[config.mk]
export PLATFORM = sky130hd
export DESIGN_NAME = muldiv_sequencer
export DESIGN_NICKNAME = d
export VERILOG_FILES = /design/src/rtl/muldiv_sequencer_pkg.sv /design/src/rtl/muldiv_step.sv /design/src/rtl/muldiv_sequencer.sv
export SDC_FILE = /design/constraint.sdc
export NUM_CORES = 1
export LEC_CHECK = 0
export CAP_MARGIN = 10
export CORE_MARGIN = 4
export CORE_UTILIZATION = 30
export CTS_BUF_LIST = sky130_fd_sc_hd__clkbuf_16
export DETAILED_ROUTE_END_ITERATION = 6
export GPL_TIMING_DRIVEN = 0
export HOLD_SLACK_MARGIN = 0.1
export SYNTH_ARGS = -nofsm -noshare
export SYNTH_HDL_FRONTEND = slang
export SYNTH_SLANG_ARGS = --single-unit
[constraint.sdc]
create_clock -name clk -period 9.8 [get_ports clk]
set_input_delay 1.96 -clock clk [delete_from_list [all_inputs] [get_ports clk]]
set_output_delay 1.96 -clock clk [all_outputs]
set_load 0.01 [all_outputs]
[src/rtl/muldiv_sequencer_pkg.sv]
`default_nettype none
// +----------------------------------------------------------------------+
// | muldiv_sequencer_pkg : shared opcodes, FSM states and helpers         |
// | Revision 1.0                                                         |
// +----------------------------------------------------------------------+
package muldiv_sequencer_pkg;

  localparam int MD_ITER = 32;

  localparam logic [1:0] MD_OP_MULT  = 2'b00;
  localparam logic [1:0] MD_OP_MULTU = 2'b01;
  localparam logic [1:0] MD_OP_DIV   = 2'b10;
  localparam logic [1:0] MD_OP_DIVU  = 2'b11;

  typedef enum logic [1:0] {
    MD_ST_IDLE = 2'b00,
    MD_ST_RUN  = 2'b01,
    MD_ST_FIX  = 2'b10
  } md_state_e;

  function automatic logic op_is_signed(input logic [1:0] op);
    return (op == MD_OP_MULT) || (op == MD_OP_DIV);
  endfunction

  function automatic logic op_is_div(input logic [1:0] op);
    return (op == MD_OP_DIV) || (op == MD_OP_DIVU);
  endfunction

  function automatic logic op_is_unsigned_mult(input logic [1:0] op);
    return op == MD_OP_MULTU;
  endfunction

endpackage
`default_nettype wire

[src/rtl/muldiv_step.sv]
`default_nettype none
// +----------------------------------------------------------------------+
// | muldiv_step : one radix-2 shift-add (mult) or restoring (div) step    |
// | Revision 1.0                                                         |
// +----------------------------------------------------------------------+
module muldiv_step #(
  parameter int XLEN = 32
) (
  input  logic                is_div_i,
  input  logic [2*XLEN-1:0]   acc_i,
  input  logic [XLEN-1:0]     operand_i,
  output logic [2*XLEN-1:0]   acc_o
);

  logic [XLEN:0] sum;
  logic [XLEN:0] rem_sh;
  logic [XLEN:0] diff;

  // acc = {partial high word, multiplier / dividend bits still to consume}
  always_comb begin
    sum    = {1'b0, acc_i[2*XLEN-1:XLEN]} + (acc_i[0] ? {1'b0, operand_i} : {(XLEN+1){1'b0}});
    rem_sh = acc_i[2*XLEN-1:XLEN-1];
    diff   = rem_sh - {1'b0, operand_i};
    if (is_div_i) begin
      if (!diff[XLEN]) begin
        acc_o = {diff[XLEN-1:0], acc_i[XLEN-2:0], 1'b1};
      end else begin
        acc_o = {rem_sh[XLEN-1:0], acc_i[XLEN-2:0], 1'b0};
      end
    end else begin
      acc_o = {sum, acc_i[XLEN-1:1]};
    end
  end

endmodule
`default_nettype wire

[src/rtl/muldiv_sequencer.sv]
`default_nettype none
// +----------------------------------------------------------------------+
// | muldiv_sequencer : iterative MULT/MULTU/DIV/DIVU sequencer owning    |
// | HI/LO; MULDIV_FAST_MULT_EN selects a single-cycle multiply. Rev 1.0  |
// +----------------------------------------------------------------------+
module muldiv_sequencer
  import muldiv_sequencer_pkg::*;
#(
  parameter int XLEN = 32,
  parameter int ITER = MD_ITER
) (
  input  logic            clk,
  input  logic            rst_n,
  input  logic            StartE,
  input  logic [1:0]      OpE,
  input  logic [XLEN-1:0] SrcAE,
  input  logic [XLEN-1:0] SrcBE,
  input  logic            MfReqD,
  input  logic            MdStartD,
  output logic            Busy,
  output logic            MdStallD,
  output logic [XLEN-1:0] HiOut,
  output logic [XLEN-1:0] LoOut
);

  localparam int            CW   = (ITER > 1) ? $clog2(ITER) : 1;
  localparam logic [CW-1:0] LAST = CW'(ITER - 1);

  md_state_e         state_q, state_d;
  logic [CW-1:0]     cnt_q, cnt_d;
  logic              is_div_q, is_div_d;
  logic              res_neg_q, res_neg_d;
  logic              rem_neg_q, rem_neg_d;
  logic [XLEN-1:0]   opnd_q, opnd_d;
  logic [2*XLEN-1:0] acc_q, acc_d;
  logic [XLEN-1:0]   hi_q, hi_d;
  logic [XLEN-1:0]   lo_q, lo_d;

  logic              sgn_a, sgn_b;
  logic [XLEN-1:0]   abs_a, abs_b;
  logic [2*XLEN-1:0] step_acc;
  logic [2*XLEN-1:0] prod_fix;
  logic [XLEN-1:0]   quo_fix, rem_fix;
  logic              div_zero;

  assign sgn_a = op_is_signed(OpE) & SrcAE[XLEN-1];
  assign sgn_b = op_is_signed(OpE) & SrcBE[XLEN-1];
  assign abs_a = sgn_a ? -SrcAE : SrcAE;
  assign abs_b = sgn_b ? -SrcBE : SrcBE;

  muldiv_step #(.XLEN(XLEN)) u_step (
    .is_div_i  (is_div_q),
    .acc_i     (acc_q),
    .operand_i (opnd_q),
    .acc_o     (step_acc)
  );

  // A zero divisor leaves quotient all-ones and remainder |A|; the sign
  // fixup on the remainder then restores the raw dividend.
  assign div_zero = (opnd_q == '0);
  assign prod_fix = res_neg_q ? -acc_q : acc_q;
  assign quo_fix  = div_zero ? '1 : (res_neg_q ? -acc_q[XLEN-1:0] : acc_q[XLEN-1:0]);
  assign rem_fix  = rem_neg_q ? -acc_q[2*XLEN-1:XLEN] : acc_q[2*XLEN-1:XLEN];

  always_comb begin
    state_d   = state_q;
    cnt_d     = cnt_q;
    is_div_d  = is_div_q;
    res_neg_d = res_neg_q;
    rem_neg_d = rem_neg_q;
    opnd_d    = opnd_q;
    acc_d     = acc_q;
    hi_d      = hi_q;
    lo_d      = lo_q;
    unique case (state_q)
      MD_ST_IDLE: begin
        if (StartE) begin
          is_div_d  = op_is_div(OpE);
          res_neg_d = sgn_a ^ sgn_b;
          rem_neg_d = sgn_a;
          cnt_d     = '0;
          state_d   = MD_ST_RUN;
          if (op_is_div(OpE)) begin
            opnd_d = abs_b;
            acc_d  = {{XLEN{1'b0}}, abs_a};
          end else begin
            opnd_d = abs_a;
            acc_d  = {{XLEN{1'b0}}, abs_b};
          end
`ifdef MULDIV_FAST_MULT_EN
          if (!op_is_div(OpE)) begin
            acc_d   = {{XLEN{1'b0}}, abs_a} * {{XLEN{1'b0}}, abs_b};
            state_d = MD_ST_FIX;
          end
`endif
        end
      end
      MD_ST_RUN: begin
        acc_d = step_acc;
        cnt_d = cnt_q + 1'b1;
        if (cnt_q == LAST) begin
          state_d = MD_ST_FIX;
        end
      end
      MD_ST_FIX: begin
        state_d = MD_ST_IDLE;
        if (is_div_q) begin
          hi_d = rem_fix;
          lo_d = quo_fix;
        end else begin
          hi_d = prod_fix[2*XLEN-1:XLEN];
          lo_d = prod_fix[XLEN-1:0];
        end
      end
      default: state_d = MD_ST_IDLE;
    endcase
  end

  always_ff @(posedge clk or negedge rst_n) begin
    if (!rst_n) begin
      state_q   <= MD_ST_IDLE;
      cnt_q     <= '0;
      is_div_q  <= 1'b0;
      res_neg_q <= 1'b0;
      rem_neg_q <= 1'b0;
      opnd_q    <= '0;
      acc_q     <= '0;
      hi_q      <= '0;
      lo_q      <= '0;
    end else begin
      state_q   <= state_d;
      cnt_q     <= cnt_d;
      is_div_q  <= is_div_d;
      res_neg_q <= res_neg_d;
      rem_neg_q <= rem_neg_d;
      opnd_q    <= opnd_d;
      acc_q     <= acc_d;
      hi_q      <= hi_d;
      lo_q      <= lo_d;
    end
  end

  assign Busy     = (state_q != MD_ST_IDLE);
  assign MdStallD = (Busy | StartE) & (MfReqD | MdStartD);
  assign HiOut    = hi_q;
  assign LoOut    = lo_q;

endmodule
`default_nettype wire

### Word-level counts from Yosys, hierarchy flattened

Cells that the tools add are included.

* add/subtract/negate cells: 8
* eq/ne operators: 7
* multiplexer cells: 20
* bitwise operators: 6
* reduce and logical (&&, ||, !) cells: 10

Operator list (number)
* $mux 32: 10
* $mux 64: 4
* $neg 32->32: 4
* $pmux 64 s2: 1
* $neg 64->64: 1
* $add 32x33->33: 1
* $sub 33x32->33: 1
* $logic_not 32->1: 1
* $pmux 5 s2: 1
* $eq 2x2->1 const B: 3
* $reduce_and 2->1: 3
* $add 5x1->5 const B: 1
* $eq 5x5->1 const B: 1
* $mux 5: 1
* $logic_not 2->1: 2
* $mux 2: 2
* $ne 2x2->1 const B: 2
* $pmux 2 s2: 1
* $reduce_bool 2->1: 2
* $and 1x1->1: 3
* $eq 2x1->1 const B: 1
* $logic_or 1x1->1: 2
* $or 1x1->1: 2
* $xor 1x1->1: 1

* register bits after elaboration: 170
* output and inout port bits: 66
* word-level logic and storage cells: 60

### Longest topological paths before layout

Gate-level depths: netlist of the first run.

* depth in word-level cells: 7
* depth in mapped cells: 15

### Cells and area by module

A second synthesis of the first run with hierarchy kept.

* cell total of the unflattened synthesis: 1972
* area total of the unflattened synthesis: 15446.1 um2

Modules (own cells, without submodules)
* muldiv_sequencer: instances 1, cells an instance 1309, area each 10855.4 um2
* muldiv_step: instances 1, cells an instance 663, area each 4590.7 um2

### Least setup slack after synthesis of the first run

No wires, ideal clock.

* path kind: input port to flip-flop
* from: in SrcBE[1]
* to: reg acc_q[25]
* library setup time: 0.137 ns
* arrival: 4.035 ns
* path slack: 5.628 ns
* stages on the path: 9
* buffers on the path: 0
* cell sequence: or4_1 nor4_1 nand3b_1 nor2_1 a21oi_1 xnor2_1 nand2_1 a311oi_1 a21oi_1

* cells in the longest elaborated chain, start to end: 5

Ends and longest elaborated chain
* from (decl): RTL line muldiv_sequencer.sv:17 `input logic [XLEN-1:0] SrcBE,`
* $neg 32->32: RTL line muldiv_sequencer.sv:49 `assign abs_b = sgn_b ? -SrcBE : SrcBE;`
* $mux 32: RTL line muldiv_sequencer.sv:49
* $mux 32: RTL line muldiv_sequencer.sv:83 `if (op_is_div(OpE)) begin`
* $mux 64: RTL line muldiv_sequencer.sv:77 `if (StartE) begin`
* $pmux 64 s2: RTL line muldiv_sequencer.sv:75 `unique case (state_q)`
* to (signal assigned): RTL line muldiv_sequencer.sv:127 `acc_q <= '0;`
* to (signal assigned): RTL line muldiv_sequencer.sv:137 `acc_q <= acc_d;`
* to (decl): RTL line muldiv_sequencer.sv:35 `logic [2*XLEN-1:0] acc_q, acc_d;`

No other way between the ends. The select of a mux whose other input is x is not followed.
A chain may end at the register's enable or synchronous reset.

### Worst setup path in the final report of the first run

* from: in StartE
* to: out MdStallD

* cells in the longest elaborated chain, start to end: 2

Ends and longest elaborated chain
* from (decl): RTL line muldiv_sequencer.sv:14 `input logic StartE,`
* $or 1x1->1: RTL line muldiv_sequencer.sv:144 `assign MdStallD = (Busy | StartE) & (MfReqD | MdStartD);`
* $and 1x1->1: RTL line muldiv_sequencer.sv:144
* to (decl): RTL line muldiv_sequencer.sv:21 `output logic MdStallD,`

No other way between the ends.

==> results of run 1 <==
## where the power goes
part	internal [W]	total, W	switching (W)
registers	0.000963	0.00136	0.000398
logic	0.00164	0.00425	0.00261
clock network	0.000369	0.000723	0.000354
total	0.00297	0.00633	0.00336
## stage by stage
stage,setup slack (ns),cells
after floorplan,5.63,1875
after global placement,-0.629,2625
after detailed placement,4.43,2626
after CTS,4.70,2658
after global routing,4.49,2658
final,4.70,2658
## path summary, 6_finish.rpt
kind / from / to / slack [ns] / cells after the start
worst min register to register: HiOut[7] / HiOut[7] / 0.48 / 2
worst max-delay path: StartE / MdStallD / 4.70 / 3
worst min-delay path: HiOut[7] / HiOut[7] / 0.48 / 2
worst max register to register: acc_q[0] / acc_q[58] / 5.23 / 13
max in group asynchronous: rst_n / HiOut[29] / 7.35 / 2
min in group asynchronous: rst_n / opnd_q[22] / 1.45 / 1
## per-layer routing
layer,vias up,share of wire [%],track usage [%]
met5,-,0.023,0
met4,2,2.2,6.03
met3,73,6.2,2.67
met2,536,47,36.1
met1,7290,45,29.4
li1,7035,-,-
## cell type report
cell class / count / area share, %
clock inverter: 15 / 1.16
tap: 615 / 4.47
clock buffer: 17 / 2.47
timing repair buffer: 136 / 8.04
sequential: 170 / 24.7
multi-input combinational: 1524 / 55.2
buffer: 114 / 2.50
inverter: 67 / 1.46
## kinds of logic after synthesis
kind of cell | after synthesis | share of synthesized area [%]
AOI/OAI and AO/OA | 596 | 24.9
xor gates and xnor gates | 171 | 10.4
adders and majority gates | 72 | 6.34
buffers and inverters | 181 | 4.72
DFF | 170 | 29.5
muxes | 60 | 4.19
and+or+nand+nor | 625 | 20.0
## sequential cells by signal, summed over array words and instances, names as in the netlist
name / flops
acc_q: 64
HiOut: 32
LoOut: 32
opnd_q: 32
cnt_q: 5
state_q: 2
is_div_q: 1
rem_neg_q: 1
res_neg_q: 1
## worst max-delay path, cell delays in order
cell and delay [ns]:
clkdlybuf4s50_1 0.51, o22a_1 0.13, clkdlybuf4s50_1 0.53
## cells in the final DEF (no fill, tap or decap), types with 17 or more instances in the layout
cell type and instances:
nor2_1 204, nand2_1 200, a21oi_1 188, o21ai_0 172, dfrtp_1 170, clkdlybuf4s50_1 134
clkbuf_1 96, xnor2_1 88, xor2_1 83, ha_1 70, inv_1 66, mux2i_1 57
nor3_1 39, a211oi_1 32, a31oi_1 30, o211ai_1 29, nand3_1 28, or3_1 26
a22oi_1 26, a21o_1 24, nand2b_1 22, o31ai_1 21, nor4_1 21, nor2b_1 17
clkbuf_16 17
==> metrics.txt, run 1 <==
post_cts resized 0; Post-synth EDFFs 0; Max Slew Vio Count 0; maximum vdd ir drop roughly 0.18 mV; outcome finished, final reports clean; normalized max-slew margin between 30% and 40%; Ys Warns 0; pin count of the biggest net entering global routing 110; Final setup viols 0; area taken by multi-input logic gates 9500 µm²; clock root buffer clkbuf_16; 1st-iter DRT viols 1430; H-tree levels 4; Worst Tran Pin Value between 0.9 and 1 ns; initial core utilization approximately 30%; area leader, netlist dfrtp_1; Total Power approximately 0.0063 W; Mapped Cells ~1900; first-pass detailed-route iteration total 7; Fillers 4995; Crit Path Max Fanout 3; routed wire length 56500 µm; Yosys cell types a little under 70; Top FF cell, synth dfrtp_1; clock-pin slew on the worst setup and hold paths around 0.070 ns; CP Launch Type primary input; Util after Layout 36.1%; Peak Freq 196 MHz; Cell Area, Synth approximately 14000 µm²; routability cong. between 0.9 and 1; DRC 0; clk sinks 170; Vias/cell between 5 and 6; Commonest cells post-synth nor2_1 (204), nand2_1 (200), a21oi_1 (188); Layout Nets approximately 2200; Layout area overhead 19.2%; syn_nets between 2000 and 2500; CTS tree yes; most numerous cell in the Yosys netlist nor2_1; Max Root-Sink Buffers 2; Die Wd 227 µm; wire length per cell after detailed routing approximately 21 µm; first-pass GRT wire length 86400 µm; setup_tns 0 ns; Post CTS Setup Buffer Count 0; FF/Latch Area between 4000 and 5000 µm²; die height between 200 and 250 µm; register bit count reported by yosys 170; HP Class flip-flop to flip-flop; Die Area ~52000 µm²; Seq/Total Area, Yosys between 20% and 30%; Final Cell Area 17200 µm²; Synth area leaders dfrtp_1 (29%), a21oi_1 (6.5%), ha_1 (6.1%), o21ai_0 (6.0%), xnor2_1 (5.3%); Hold Violations, Final 0; core area between 40000 and 50000 µm²; # IOs ~140; max-cap viol count 0; post-synthesis async set-or-reset flop share between 90% and 100%; post-DP HPWL between 40000 and 50000 µm; total number of vias 14936; vias in the first global route roughly 14000; fin crit period 5.10 ns; clock latency on the worst-skew pair around 0.46 ns; Synth top area share 29.5%; aggregate global routing overflow 0; initial antenna violation count 2; RSZ-0062 raised after global routing no; CTS hold repair buffers 0; period utilization between 50 and 60%; cts bufs inserted 17; Std-Cell Rows 80; CP required slightly below 8 ns; layout cells sized above 1 2.79%; PwrDens around 370 nW/µm²; worst hold margin around 0.48 ns; ant diodes 0; Crit. End Element primary output; IO buf count 135; arrival time worst endpoint 3.14 ns; WS Path Type primary input to primary output; Avg Cell Area, Syn between 7 and 8 µm²; GRT Total Usage a little over a fifth; Layout Skew roughly 0.020 ns; Pleak 6.91 nW; placed cell areas between 15000 and 20000 µm²; Final ANT Viol Nets 0
(Power assumes the default switching activity.)
==> inputs of run 2 (changes only) <==
clock period = 4.8 ns   (was 9.8 ns; I/O delays follow)
==> metrics.txt, run 2 (synthesis results as in run 1) <==
core area 47600 µm² (unchanged); Pleak 6.91 nW (about the same); Hold Violations, Final 0 (unchanged); PwrDens 751 nW/µm² (was 368 nW/µm²); Fillers 4995 (unchanged); fin crit period roughly 4.4 ns; Die Area 51700 µm² (unchanged); H-tree levels 4 (unchanged); wire length per cell after detailed routing 21.3 µm (about the same); Crit Path Max Fanout 10 (was 3); routed wire length 56600 µm (was 56500 µm); Final setup viols 0 (unchanged); Die Wd 227 µm (unchanged); IO buf count 135 (unchanged); clk sinks 170 (unchanged); aggregate global routing overflow 0 (unchanged); Clk pwr share 11.4% (about the same); clock root buffer clkbuf_16 (unchanged); initial antenna violation count 2 (unchanged); sw frac 53.1% (about the same); layout cells sized above 1 2.79% (unchanged); Layout Nets 2173 (unchanged); max reg flops 64 (unchanged); HP Class primary input to async pin (was flip-flop to flip-flop); Peak Freq 225 MHz; highest-count cells in the layout ignoring fill and taps nor2_1 (204), nand2_1 (200), a21oi_1 (188), o21ai_0 (171), dfrtp_1 (170) (was nor2_1 (204), nand2_1 (200), a21oi_1 (188), o21ai_0 (172), dfrtp_1 (170)); Vias/cell 5.61 (was 5.62); period utilization around 92%; Std-Cell Rows 80 (unchanged); Crit. End Element flip-flop (was primary output); clock latency on the worst-skew pair 0.46 ns (about the same); CP required 5.14 ns (was 7.84 ns); initial core utilization 30.3% (unchanged); Worst Tran Pin Value 0.957 ns (was 0.958 ns); clock-pin slew on the worst setup and hold paths 0.08 ns (was 0.07 ns); CTS tree yes (unchanged); cts bufs inserted 17 (unchanged); pin count of the biggest net entering global routing 110 (unchanged); first-pass GRT wire length 86400 µm (unchanged); most common cell after layout, fill and taps aside nor2_1 (unchanged); # IOs 137 (unchanged); Final ANT Viol Nets 0 (unchanged); RSZ-0062 raised after global routing no (unchanged); die height 227 µm (unchanged); vias in the first global route 14488 (unchanged); ant diodes 0 (unchanged); Max Root-Sink Buffers 2 (unchanged); CTS hold repair buffers 0 (unchanged); normalized max-slew margin 36.2% (was 36.1%); Top reg by flops acc_q (unchanged); 1st-iter DRT viols 1431 (was 1430); switching power total 0.00687 W (was 0.00336 W); DRC 0 (unchanged); Logic pwr share 67.1% (about the same); outcome finished, final reports clean (unchanged); CP startpoint acc_q[31] (was StartE); CP Launch Type flip-flop (was primary input); Layout area overhead 19.2% (unchanged); total number of vias 14912 (was 14936); Layout Skew 0.0198 ns (was 0.0199 ns); WS Path Type flip-flop to flip-flop (was primary input to primary output); Util after Layout 36.1% (unchanged); max-cap viol count 0 (unchanged); Max Slew Vio Count 0 (unchanged); worst-case reg-to-reg path depth 14 (was 13); FF/Latch Area 4250 µm² (unchanged); Int Power 0.00606 W (was 0.00297 W); first-pass detailed-route iteration total 6 (was 7); worst hold margin 0.452 ns (was 0.476 ns); maximum vdd ir drop 0.359 mV (was 0.176 mV); sequential share of power 21.5% (about the same); area taken by multi-input logic gates 9500 µm² (unchanged); GRT Total Usage 21.5% (unchanged); routability cong. 0.972 (unchanged); worst reg2reg startpoint acc_q[31] (was acc_q[0]); post-DP HPWL 45100 µm (unchanged); arrival time worst endpoint 4.78 ns (was 3.14 ns)
[run 2: cell count changes in the layout (fill, tap and decap cells not counted)]
| cell | previous run | this run |
|---|---|---|
| o21ai_1 | 5 | 6 |
| o21ai_0 | 172 | 171 |
[run 2: metal layers]
layer,track usage [%],vias to the layer above,wire (µm)
met1,29.4,7255,25400
met2,36.1,546,26400
met4,6.03,2,1290
met3,2.67,79,3510
li1,-,7030,-
met5,0,-,13
[run 2: worst paths after layout]
| check | to | slack (ns) |
|---|---|---|
| worst max register to register | acc_q[63] | 0.36 |
| min in group clk | HiOut[7] | 0.48 |
| max in group asynchronous | HiOut[29] | 3.36 |
| worst max-delay path | acc_q[63] | 0.36 |
| worst min register to register | HiOut[7] | 0.48 |
| worst min-delay path | opnd_q[22] | 0.45 |
[run 2: metrics by stage]
step                      setup slack, ns  area [µm²]  total power [W]  setup TNS [ns]  instances
after floorplan                      1.35       14400          0.00862               0       1875
after global placement              -4.63       16600           0.0112         -783.15       2625
after detailed placement            0.306       16600           0.0113               0       2626
after CTS                           0.263       17200           0.0128               0       2658
after global routing                0.114       17200           0.0139               0       2658
final                               0.365       17200           0.0129               0       2658
[run 2: final cells by class]
cell class	count	share of cell area (%)
inverter	67	1.46
sequential	170	24.7
clock inverter	15	1.16
buffer	114	2.50
tap	615	4.47
clock buffer	17	2.47
timing repair buffer	136	8.04
multi-input combinational	1524	55.2
[run 2: what timing repair did]
item | CTS | global route
setup endpoints to repair | 0 | 2
resized for setup | 0 | 1
buffers inserted | 0 | 0
endpoints found under the hold margin | 0 | 0
[run 2: power groups by stage]
stage	Combinational (W)	Clock (W)	Sequential (W)
finish	0.00867	0.00148	0.00278
global route	0.00947	0.00155	0.00285
floorplan	0.00615	0	0.00247
detailed placement	0.00850	0	0.00277
CTS	0.00854	0.00149	0.00275
global placement	0.00840	0	0.00276
[run 2: critical path: stages, from the launching register on]
cell      delay (ns)
dfrtp_1         0.32
clkbuf_1        0.34
inv_1           0.09
ha_1            0.23
fa_1            0.40
nand2b_1        0.21
a21o_1          0.21
a31o_2          0.23
and4_1          0.24
nor3_1          0.24
o211a_1         0.19
clkbuf_1        0.38
clkbuf_1        0.72
nand4_1         0.30
o311a_1         0.23
==> inputs of run 3 (changes only) <==
CORE_MARGIN = 2   (was 4)
==> metrics.txt, run 3 (synthesis results as in run 1) <==
layout cells sized above 1 2.69% (was 2.79%); clock-pin slew on the worst setup and hold paths 0.09 ns (was 0.08 ns); WS Path Type flip-flop to flip-flop (unchanged); fin cells 2657 (was 2658); CTS tree yes (unchanged); Die Wd 223 µm (was 227 µm); Max Root-Sink Buffers 2 (unchanged); Peak Freq 227 MHz (was 225 MHz); clock root buffer clkbuf_16 (unchanged); DRC 0 (unchanged); maximum vdd ir drop 0.274 mV (was 0.359 mV); Top reg by flops acc_q (unchanged); Pleak 6.88 nW (was 6.91 nW); arrival time worst endpoint 4.76 ns (was 4.78 ns); Total Power 0.0129 W (about the same); max reg flops 64 (unchanged); RSZ-0062 raised after global routing no (unchanged); HP Class primary input to async pin (unchanged); fin crit period 4.40 ns (was 4.44 ns); Crit Path Max Fanout 10 (unchanged); Layout Nets 2173 (unchanged); first-pass GRT wire length 87400 µm (was 86400 µm); highest-count cells in the layout ignoring fill and taps nor2_1 (204), nand2_1 (200), a21oi_1 (188), o21ai_0 (171), dfrtp_1 (170) (unchanged); post-DP HPWL 45500 µm (was 45100 µm); cts bufs inserted 17 (unchanged); placed cell count 2626 (unchanged); CP required 5.16 ns (was 5.14 ns); core area 47600 µm² (unchanged); vias in the first global route 14399 (was 14488); Cell Chain, Critical Path clkbuf_1 -> inv_1 -> ha_1 -> fa_1 -> nand2b_1 -> a21o_1 -> a31o_2 -> and4_1 -> nor3_1 -> o211a_1 -> clkbuf_1 -> clkbuf_1 -> nand4_1 -> o311a_1 (unchanged); Die Area 49900 µm² (was 51700 µm²); clock latency on the worst-skew pair 0.47 ns (was 0.46 ns); most common cell after layout, fill and taps aside nor2_1 (unchanged); initial core utilization 30.3% (unchanged); Buf+Inv Stages, Crit Path 4 (unchanged); cell repeated most along the worst path clkbuf_1 (unchanged); total number of vias 14941 (was 14912); period utilization 91.7% (was 92.4%); CP startpoint acc_q[31] (unchanged); CP max-delay cell clkbuf_1 (unchanged); initial antenna violation count 0 (was 2); PwrDens 752 nW/µm² (was 751 nW/µm²); max-cap viol count 0 (unchanged); CP Launch Type flip-flop (unchanged); routability cong. 0.928 (was 0.972); Layout area overhead 18.7% (was 19.2%); die height 223 µm (was 227 µm); aggregate global routing overflow 0 (unchanged); routed wire length 57300 µm (was 56600 µm); CTS hold repair buffers 0 (unchanged); Hold Violations, Final 0 (unchanged); clk sinks 170 (unchanged); Max Slew Vio Count 0 (unchanged); post_cts resized 0 (unchanged); Layout Skew 0.0197 ns (was 0.0198 ns); Crit path max-delay family buffers and inverters (unchanged); worst hold margin 0.420 ns (was 0.452 ns); pin count of the biggest net entering global routing 123 (was 110); Post CTS Setup Buffer Count 0 (unchanged); # IOs 137 (unchanged); Vias/cell 5.62 (was 5.61); GRT Total Usage 22.9% (was 21.5%); IO buf count 135 (unchanged); worst reg2reg startpoint acc_q[31] (unchanged); Util after Layout 36.0% (was 36.1%); Worst Tran Pin Value 1.20 ns (was 0.957 ns); first-pass detailed-route iteration total 5 (was 6); final worst slack 0.398 ns (was 0.365 ns); Worst path max stage delay 0.70 ns (was 0.72 ns); Final ANT Viol Nets 0 (unchanged); pre-CTS setup slack 0.290 ns (was 0.306 ns); wire length per cell after detailed routing 21.6 µm (was 21.3 µm); normalized max-slew margin 20.0% (was 36.2%); ant diodes 0 (unchanged); Final setup viols 0 (unchanged); outcome finished, final reports clean (unchanged); 1st-iter DRT viols 1323 (was 1431); H-tree levels 4 (unchanged); Std-Cell Rows 80 (unchanged); Crit. End Element flip-flop (unchanged)
[run 3: cell type report]
| class | instances | area [µm²] |
|---|---|---|
| plain buffers | 114 | 430 |
| clock buffers | 17 | 425 |
| flip-flops and latches | 170 | 4250 |
| well taps | 615 | 769 |
| multi-input cells | 1524 | 9510 |
| inverters | 67 | 251 |
| clock inverters | 14 | 125 |
| repair buffers | 136 | 1380 |
| fillers | 4914 | 30500 |
[run 3: metrics by stage]
stage / setup TNS [ns] / instance area, µm²
global placement: -784.13 / 16600
detailed placement: 0 / 16600
floorplan: 0 / 14400
global route: 0 / 17100
CTS: 0 / 17100
finish: 0 / 17100
[run 3: path summary, 6_finish.rpt]
check / end / slack, ns / cells past startpoint
setup / recovery: acc_q[63] / 0.40 / 14
max in group asynchronous: LoOut[24] / 3.41 / 2
min in group clk: HiOut[4] / 0.48 / 2
setup reg to reg: acc_q[63] / 0.40 / 14
hold / removal: acc_q[61] / 0.42 / 1
hold reg to reg: HiOut[4] / 0.48 / 2
[run 3: metal layers]
layer,track usage (%),up-vias,wire [µm]
met1,31.5,7257,25900
li1,-,7048,-
met5,0,-,0
met3,2.95,79,3480
met2,36.9,557,26400
met4,7.81,0,1540
[run 3: power breakdown]
group | switching, W | internal (W) | total, W | leakage [nW]
Sequential | 0.000800 | 0.00197 | 0.00277 | 2.04
Combinational | 0.00538 | 0.00335 | 0.00873 | 4.57
Clock | 0.000707 | 0.000684 | 0.00139 | 0.276
